==> src/rtl/spike_event_scheduler.sv <==
`default_nettype none
// ============================================================================
// Module      : spike_event_scheduler
// Description : Timestep scheduler for a time-multiplexed neuron datapath.
//               Holds spike events in a single FIFO whose write port is
//               shared between external spikes and recurrent fire events.
//               Each timestep snapshots the queue, sweeps all neurons once
//               per queued event (accumulate), then sweeps all neurons once
//               more (update) and collects fire events for the next step.
// Revision    : 1.0 - initial release
// ============================================================================
module spike_event_scheduler #(
   parameter int NR_DEPTH         = 16,
   parameter int SR_DEPTH         = 16384,
   parameter int EVQ_DEPTH        = 8,
   parameter int MAX_NETWORK_TIME = 65536
) (
   input  logic                                clk,
   input  logic                                reset,
   input  logic                                start,
   input  logic                                ext_valid,
   input  logic [$clog2(SR_DEPTH)-1:0]         ext_index,
   output logic                                ext_ready,
   input  logic                                fire,
   output logic [$clog2(NR_DEPTH)-1:0]         c_neuron_index,
   output logic [$clog2(SR_DEPTH)-1:0]         c_synapse_index,
   output logic                                c_neuron_we,
   output logic                                c_mode,
   output logic [$clog2(MAX_NETWORK_TIME)-1:0] timestep,
   output logic                                busy,
   output logic                                done,
   output logic [7:0]                          drop_count
);

   // ------------------------------------------------------------------------
   // Derived widths and constants
   // ------------------------------------------------------------------------
   localparam int c_NW = $clog2(NR_DEPTH);
   localparam int c_SW = $clog2(SR_DEPTH);
   localparam int c_TW = $clog2(MAX_NETWORK_TIME);
   localparam int c_PW = $clog2(EVQ_DEPTH);
   localparam int c_CW = $clog2(EVQ_DEPTH + 1);

   localparam logic [c_NW-1:0] c_LAST_NEURON = c_NW'(NR_DEPTH - 1);
   localparam logic [c_TW-1:0] c_LAST_TS     = c_TW'(MAX_NETWORK_TIME - 1);
   localparam logic [c_CW-1:0] c_FULL_COUNT  = c_CW'(EVQ_DEPTH);
   localparam logic [c_CW-1:0] c_ONE_EVENT   = c_CW'(1);
   localparam logic [7:0]      c_DROP_MAX    = 8'hFF;

   typedef enum logic [1:0] {
      S_IDLE     = 2'd0,
      S_TS_START = 2'd1,
      S_ACC      = 2'd2,
      S_UPDATE   = 2'd3
   } state_t;

   // ------------------------------------------------------------------------
   // Registers
   // ------------------------------------------------------------------------
   state_t            r_state;
   logic [c_NW-1:0]   r_nidx;
   logic [c_TW-1:0]   r_ts;
   logic [c_CW-1:0]   r_pending;
   logic [c_SW-1:0]   r_mem [EVQ_DEPTH];
   logic [c_PW-1:0]   r_wr_ptr;
   logic [c_PW-1:0]   r_rd_ptr;
   logic [c_CW-1:0]   r_count;
   logic [7:0]        r_drop;

   // ------------------------------------------------------------------------
   // Combinational nets
   // ------------------------------------------------------------------------
   state_t            w_next_state;
   logic              w_last_neuron;
   logic              w_full;
   logic              w_fire_req;
   logic              w_fire_push;
   logic              w_drop;
   logic              w_ext_push;
   logic              w_push;
   logic [c_SW-1:0]   w_push_row;
   logic              w_pop_req;
   logic              w_pop;
   logic              w_sweep;
   logic              w_ts_wrap;

   assign w_last_neuron = (r_nidx == c_LAST_NEURON);
   assign w_full        = (r_count == c_FULL_COUNT);
   assign w_sweep       = (r_state == S_ACC) || (r_state == S_UPDATE);
   assign w_ts_wrap     = (r_ts == c_LAST_TS);

   // Recurrent fire events own the write port during the update sweep; a
   // fire that finds the queue full is counted as a drop instead.
   assign w_fire_req  = (r_state == S_UPDATE) && fire;
   assign w_fire_push = w_fire_req && !w_full;
   assign w_drop      = w_fire_req && w_full;

   // External readiness deliberately ignores a same-cycle pop so that it
   // never depends on the sweep position.
   assign ext_ready  = !reset && !w_full && !w_fire_req;
   assign w_ext_push = ext_valid && ext_ready;

   assign w_push     = w_fire_push || w_ext_push;
   assign w_push_row = w_fire_push ? c_SW'(r_nidx) : ext_index;

   // The pending snapshot never exceeds the stored count, the guard only
   // protects the pointers against an inconsistent state.
   assign w_pop = w_pop_req && (r_count != '0);

   assign c_neuron_index = r_nidx;
   assign timestep       = r_ts;
   assign busy           = (r_state != S_IDLE);
   assign drop_count     = r_drop;

   // State register
   always_ff @(posedge clk) begin
      if (reset) begin
         r_state <= S_IDLE;
      end else begin
         r_state <= w_next_state;
      end
   end

   // Next-state decode and datapath control outputs
   always_comb begin
      w_next_state    = r_state;
      c_neuron_we     = 1'b0;
      c_mode          = 1'b0;
      c_synapse_index = '0;
      w_pop_req       = 1'b0;
      done            = 1'b0;
      case (r_state)
         S_IDLE: begin
            if (start) begin
               w_next_state = S_TS_START;
            end
         end
         S_TS_START: begin
            // Decide on the live count, which is what the snapshot latches.
            w_next_state = (r_count != '0) ? S_ACC : S_UPDATE;
         end
         S_ACC: begin
            c_neuron_we     = 1'b1;
            c_synapse_index = r_mem[r_rd_ptr];
            if (w_last_neuron) begin
               w_pop_req = 1'b1;
               if (r_pending == c_ONE_EVENT) begin
                  w_next_state = S_UPDATE;
               end
            end
         end
         S_UPDATE: begin
            c_neuron_we = 1'b1;
            c_mode      = 1'b1;
            if (w_last_neuron) begin
               if (w_ts_wrap) begin
                  done         = 1'b1;
                  w_next_state = S_IDLE;
               end else begin
                  w_next_state = S_TS_START;
               end
            end
         end
         default: begin
            w_next_state = S_IDLE;
         end
      endcase
   end

   // Neuron sweep counter, parked at zero outside the sweep states
   always_ff @(posedge clk) begin
      if (reset) begin
         r_nidx <= '0;
      end else if (w_sweep && !w_last_neuron) begin
         r_nidx <= r_nidx + 1'b1;
      end else begin
         r_nidx <= '0;
      end
   end

   // Snapshot of events to apply in this timestep
   always_ff @(posedge clk) begin
      if (reset) begin
         r_pending <= '0;
      end else if (r_state == S_TS_START) begin
         r_pending <= r_count;
      end else if ((r_state == S_ACC) && w_last_neuron) begin
         r_pending <= r_pending - 1'b1;
      end
   end

   // Timestep index; holds its final value after the run completes
   always_ff @(posedge clk) begin
      if (reset) begin
         r_ts <= '0;
      end else if ((r_state == S_IDLE) && start) begin
         r_ts <= '0;
      end else if ((r_state == S_UPDATE) && w_last_neuron && !w_ts_wrap) begin
         r_ts <= r_ts + 1'b1;
      end
   end

   // Event storage; contents are only meaningful below the count
   always_ff @(posedge clk) begin
      if (w_push && !reset) begin
         r_mem[r_wr_ptr] <= w_push_row;
      end
   end

   // Queue pointers and occupancy; pointers wrap on the power-of-two depth
   always_ff @(posedge clk) begin
      if (reset) begin
         r_wr_ptr <= '0;
         r_rd_ptr <= '0;
         r_count  <= '0;
      end else begin
         if (w_push) begin
            r_wr_ptr <= r_wr_ptr + 1'b1;
         end
         if (w_pop) begin
            r_rd_ptr <= r_rd_ptr + 1'b1;
         end
         case ({w_push, w_pop})
            2'b10:   r_count <= r_count + 1'b1;
            2'b01:   r_count <= r_count - 1'b1;
            default: r_count <= r_count;
         endcase
      end
   end

   // Saturating count of fire events lost to a full queue
   always_ff @(posedge clk) begin
      if (reset) begin
         r_drop <= '0;
      end else if (w_drop && (r_drop != c_DROP_MAX)) begin
         r_drop <= r_drop + 1'b1;
      end
   end

endmodule
`default_nettype wire

==> config.mk <==
export PLATFORM = sky130hd
export DESIGN_NAME = spike_event_scheduler
export DESIGN_NICKNAME = d
export VERILOG_FILES = /design/src/rtl/spike_event_scheduler.sv
export SDC_FILE = /design/constraint.sdc
export NUM_CORES = 1
export LEC_CHECK = 0
export BUFFER_PORTS_ARGS = -buffer_cell sky130_fd_sc_hd__buf_4
export CORE_ASPECT_RATIO = 1.25
export CORE_MARGIN = 8
export CORE_UTILIZATION = 55
export CTS_BUF_LIST = sky130_fd_sc_hd__clkbuf_2 sky130_fd_sc_hd__clkbuf_4 sky130_fd_sc_hd__clkbuf_8
export DETAILED_ROUTE_END_ITERATION = 7
export HOLD_SLACK_MARGIN = 0.08
export PLACE_DENSITY = 0.78
export RECOVER_POWER = 100
export SYNTH_ARGS = -nofsm -noshare
export SYNTH_HDL_FRONTEND = slang
export SYNTH_SLANG_ARGS = --single-unit
==> constraint.sdc <==
create_clock -name clk -period 3.29 [get_ports clk]
set_clock_uncertainty 0.15 [all_clocks]
set_input_delay 0.1645 -clock clk [delete_from_list [all_inputs] [get_ports clk]]
set_output_delay 0.1645 -clock clk [all_outputs]
set_load 0.05 [all_outputs]
==> qor.yml <==
run_status:
  status: "completed"
critical_path:
  worst-path-stages: 10
  cp_max_fo: 10
  crit_path_start: "r_count[1]$_SDFFE_PP0P_"
  crit_buf_inv: 1
  r2r_start: "r_count[1]$_SDFFE_PP0P_"
  max_stage_delay_ns: 0.42
  crit_family: "simple AND/OR/NAND/NOR gates"
  cp-start-kind: "register"
  cp.required_ns: 3.49
  reg2regPathDepth: 10
  arrival_ns: 3.20
  crit_chain: "nor4b_2 > a21oi_1 > inv_1 > ha_1 > xor2_1 > ha_1 > mux2_2 > o22ai_1 > nor3_1 > nor3_1"
  regToRegSetupSlack_ns: 0.29
  cp-end-kind: "register"
  setup.worst_path.end: "r_count[2]$_SDFFE_PP0P_"
  crit_slowest_cell: "dfxtp_1"
  reg2reg_to: "r_count[2]$_SDFFE_PP0P_"
  critPathKind: "reg2reg"
die:
  core_sq_mm: 0.0121
  rows: 45
  dieArea_sq_mm: 0.0163
  die_h_um: 141
  die_w_um: 116
  ios: 66
  initial_core_util_pct: 56.4
cts:
  cts_tree: "built"
  worstSkewPairLatency_ns: 0.44
  clkSlewWorstSetupHoldPaths_ns: 0.09
  cts_max_path_buffers: 2
  cts_buffers: 17
  clock_sinks: 159
  cts_max_level: 4
  root_buffer: "clkbuf_8"
drt:
  vias: 4166
  vias_per_cell: 5.57
  first_pass_iters: 4
  wl_um: 13800
  ant_nets: 0
  drt_iter0_drc: 215
  drcViolationCount: 0
  wl_per_cell_um: 18.4
global_routing:
  grt_remaining_overflow: 0
  grt.busiest_layer: "met2"
  gr-usage-met3_pct: 4.56
  grt_pass1_wl_um: 22200
  grtUsageMet1_pct: 21.0
  use_met2_pct: 30.8
  grt_max_degree: 35
  antenna_found_initial: 0
  grt_pass1_vias: 4374
  grtUsageTotal_pct: 17.8
synthesis:
  ys_seq_elements: 159
  ys_warn_count: 0
  syn-num-nets: 512
  ys_seq_area_share_pct: 63.1
  synth.avg_cell_area_sq_um: 14.2
  netlist_area_sq_mm: 0.00683
  postSynthCellCount: 479
  yosys.cell_types.count: 48
power_and_ir_drop:
  power_mw: 4.13
  p_sw_share_pct: 25.8
  p_switching_mw: 1.06
  irDropWorstVdd_mv: 0.511
  comb_power_share_pct: 11.8
  intPower_mw: 3.06
  p_leak_nw: 2.56
  power_density_mw_per_mm2: 523
  p_seq_share_pct: 53.9
  p_clk_share_pct: 34.3
placed_design:
  dp_hpwl_um: 8900
  gp_congestion: 0.767
  port_buffers: 65
final_layout:
  num_antenna_cells: 0
  num-fill-cells: 932
  nets: 604
  seq_area_sq_mm: 0.00430
  areaGrowthSynthToFinish_pct: 15.6
  multi_input_area_sq_mm: 0.00235
  layout-drive-gt1-share_pct: 16.8
sta:
  final.period_utilization_pct: 91.2
  finalCriticalPeriod_ns: 3.00
  maxSlewHeadroom_pct: 33.2
  setup_viol: 0
  drv_slew: 0
  max_freq_ghz: 0.333
  whs_ns: 0.190
  hold_viol: 0
  worstMarginPinSlew_ns: 0.996
  rsz0062_at_grt: "false"
worst_hold_path:
  worstHoldPathType: "in2reg"
job:
  maxCapViolations: 0
cells in the mapped netlist, drive strengths merged:
| master | count | area share, % |
|---|---|---|
| or4b | 1 | 0.15 |
| a221oi | 1 | 0.13 |
| buf | 8 | 0.66 |
| nor3 | 9 | 0.66 |
| mux4 | 28 | 9.2 |
| a21boi | 1 | 0.11 |
| nand4 | 8 | 1.0 |
| nand3 | 8 | 0.59 |
| dfxtp | 47 | 14 |
| a2111oi | 4 | 0.53 |
| and3 | 3 | 0.28 |
| xor2 | 12 | 1.5 |
| edfxtp | 112 | 49 |
| a21o | 1 | 0.11 |
| and4 | 2 | 0.28 |
| inv | 14 | 0.77 |
| nand2b | 2 | 0.18 |
| a21oi | 9 | 0.66 |
| xnor2 | 20 | 2.6 |
| nand4b | 1 | 0.13 |
| o21a | 1 | 0.11 |
| nand3b | 3 | 0.33 |
| a211oi | 6 | 0.73 |
| o21ai | 4 | 0.29 |
| and2 | 1 | 0.092 |
| mux2 | 6 | 0.99 |
| nor4 | 8 | 0.82 |
| clkbuf | 14 | 0.77 |
| nor3b | 1 | 0.11 |
| or4 | 1 | 0.11 |
| nor4b | 4 | 0.60 |
| nor2b | 25 | 2.3 |
| nand2 | 22 | 1.2 |
| o22ai | 2 | 0.18 |
| ha | 14 | 2.6 |
| mux2i | 21 | 3.1 |
| nor2 | 55 | 3.0 |
flip-flops by register name, summed over array words and instances (netlist names), named ones only:
signal / flops
r_pending: 4
r_state: 2
r_count: 4
c_neuron_index: 4
timestep: 16
r_rd_ptr: 3
r_mem: 112
drop_count: 8
r_wr_ptr: 3
metrics by stage:
step | cells | TNS [ns] | utilization [%] | worst slack, ns | area (sq um)
CTS | 748 | 0 | 67.1 | 0.241 | 8130
global route | 748 | 0 | 65.2 | 0.0756 | 7890
floorplan | 479 | -0.203 | - | -0.00724 | 6840
global placement | 700 | 0 | 62.5 | 0.572 | 7560
finish | 748 | 0 | 65.2 | 0.290 | 7890
detailed placement | 700 | 0 | 62.5 | 0.298 | 7560
worst min-delay path by stage:
stage	startpoint	end	slack [ns]	depth (start not counted)
after global placement	c_neuron_index[0]$_SDFF_PP0_	c_neuron_index[0]$_SDFF_PP0_	0.30	1
after detailed placement	c_neuron_index[0]$_SDFF_PP0_	c_neuron_index[0]$_SDFF_PP0_	0.32	1
after floorplan	reset	r_count[3]$_SDFFE_PP0P_	0.22	2
after CTS	fire	drop_count[0]$_SDFFE_PP0P_	0.12	5
after global routing	ext_valid	r_wr_ptr[1]$_SDFFE_PP0P_	0.18	6
final	ext_valid	r_wr_ptr[1]$_SDFFE_PP0P_	0.19	6
what timing repair did:
action                     4_1_cts  5_1_grt
setup buffers                    0        0
setup endpoints to repair        0        1
resized for setup                0        1
hold buffers                    16        0
hold endpoints to repair       139        0
cell type report:
type,count,share of cell area (%)
clock buffer,21,3.43
clock inverter,11,1.70
inverter,14,0.666
multi-input combinational,284,29.9
sequential,159,54.6
tap,164,2.60
timing repair buffer,95,7.19
metal layers:
metal / up-vias / wire length [um]
met5: - / 0
met4: 0 / 188
met3: 19 / 652
met2: 102 / 7180
met1: 2074 / 5770
li1: 1971 / -
power by group through the flow:
stage                     Combinational (mW)  Clock, mW  Sequential, mW
after detailed placement               0.509          0            2.27
after CTS                              0.526       1.45            2.22
after global placement                 0.495          0            2.26
after floorplan                        0.342          0            2.27
final                                  0.487       1.42            2.22
after global routing                   0.526       1.53            2.23
cell families (layout without fill, tap and decap cells):
group / count (synthesis) / after routing / share of synthesized area, %
compound gates: 29 / 29 / 2.86
xor+xnor: 32 / 32 / 4.11
fa+ha+maj: 14 / 14 / 2.57
buf+inv: 36 / 141 / 2.20
flops: 159 / 159 / 63.1
mux: 55 / 55 / 13.3
simple gates: 154 / 154 / 11.9
placed cells by master (no fill, tap or decap), types with 4 or more instances in the layout:
master and n:
a211oi_1 6, a21oi_1 9, buf_4 22, clkbuf_1 47
clkbuf_2 9, clkbuf_8 18, clkinvlp_4 4, dfxtp_1 47
dlygate4sd3_1 16, edfxtp_1 112, ha_1 14, inv_1 13
mux2_1 5, mux2i_1 21, mux4_2 28, nand2_1 22
nand3_1 8, nand4_1 7, nor2_1 55, nor2b_1 25
nor3_1 8, nor4_1 7, o21ai_0 4, xnor2_1 20
xor2_1 12
worst register-to-register path: stages, from the launching register on:
cell,delay (ns)
dfxtp_1,0.42
nor4b_2,0.42
a21oi_1,0.10
inv_1,0.22
ha_1,0.32
xor2_1,0.17
ha_1,0.20
mux2_2,0.34
o22ai_1,0.24
nor3_1,0.11
nor3_1,0.23
Power figures use the tool's default switching activity.
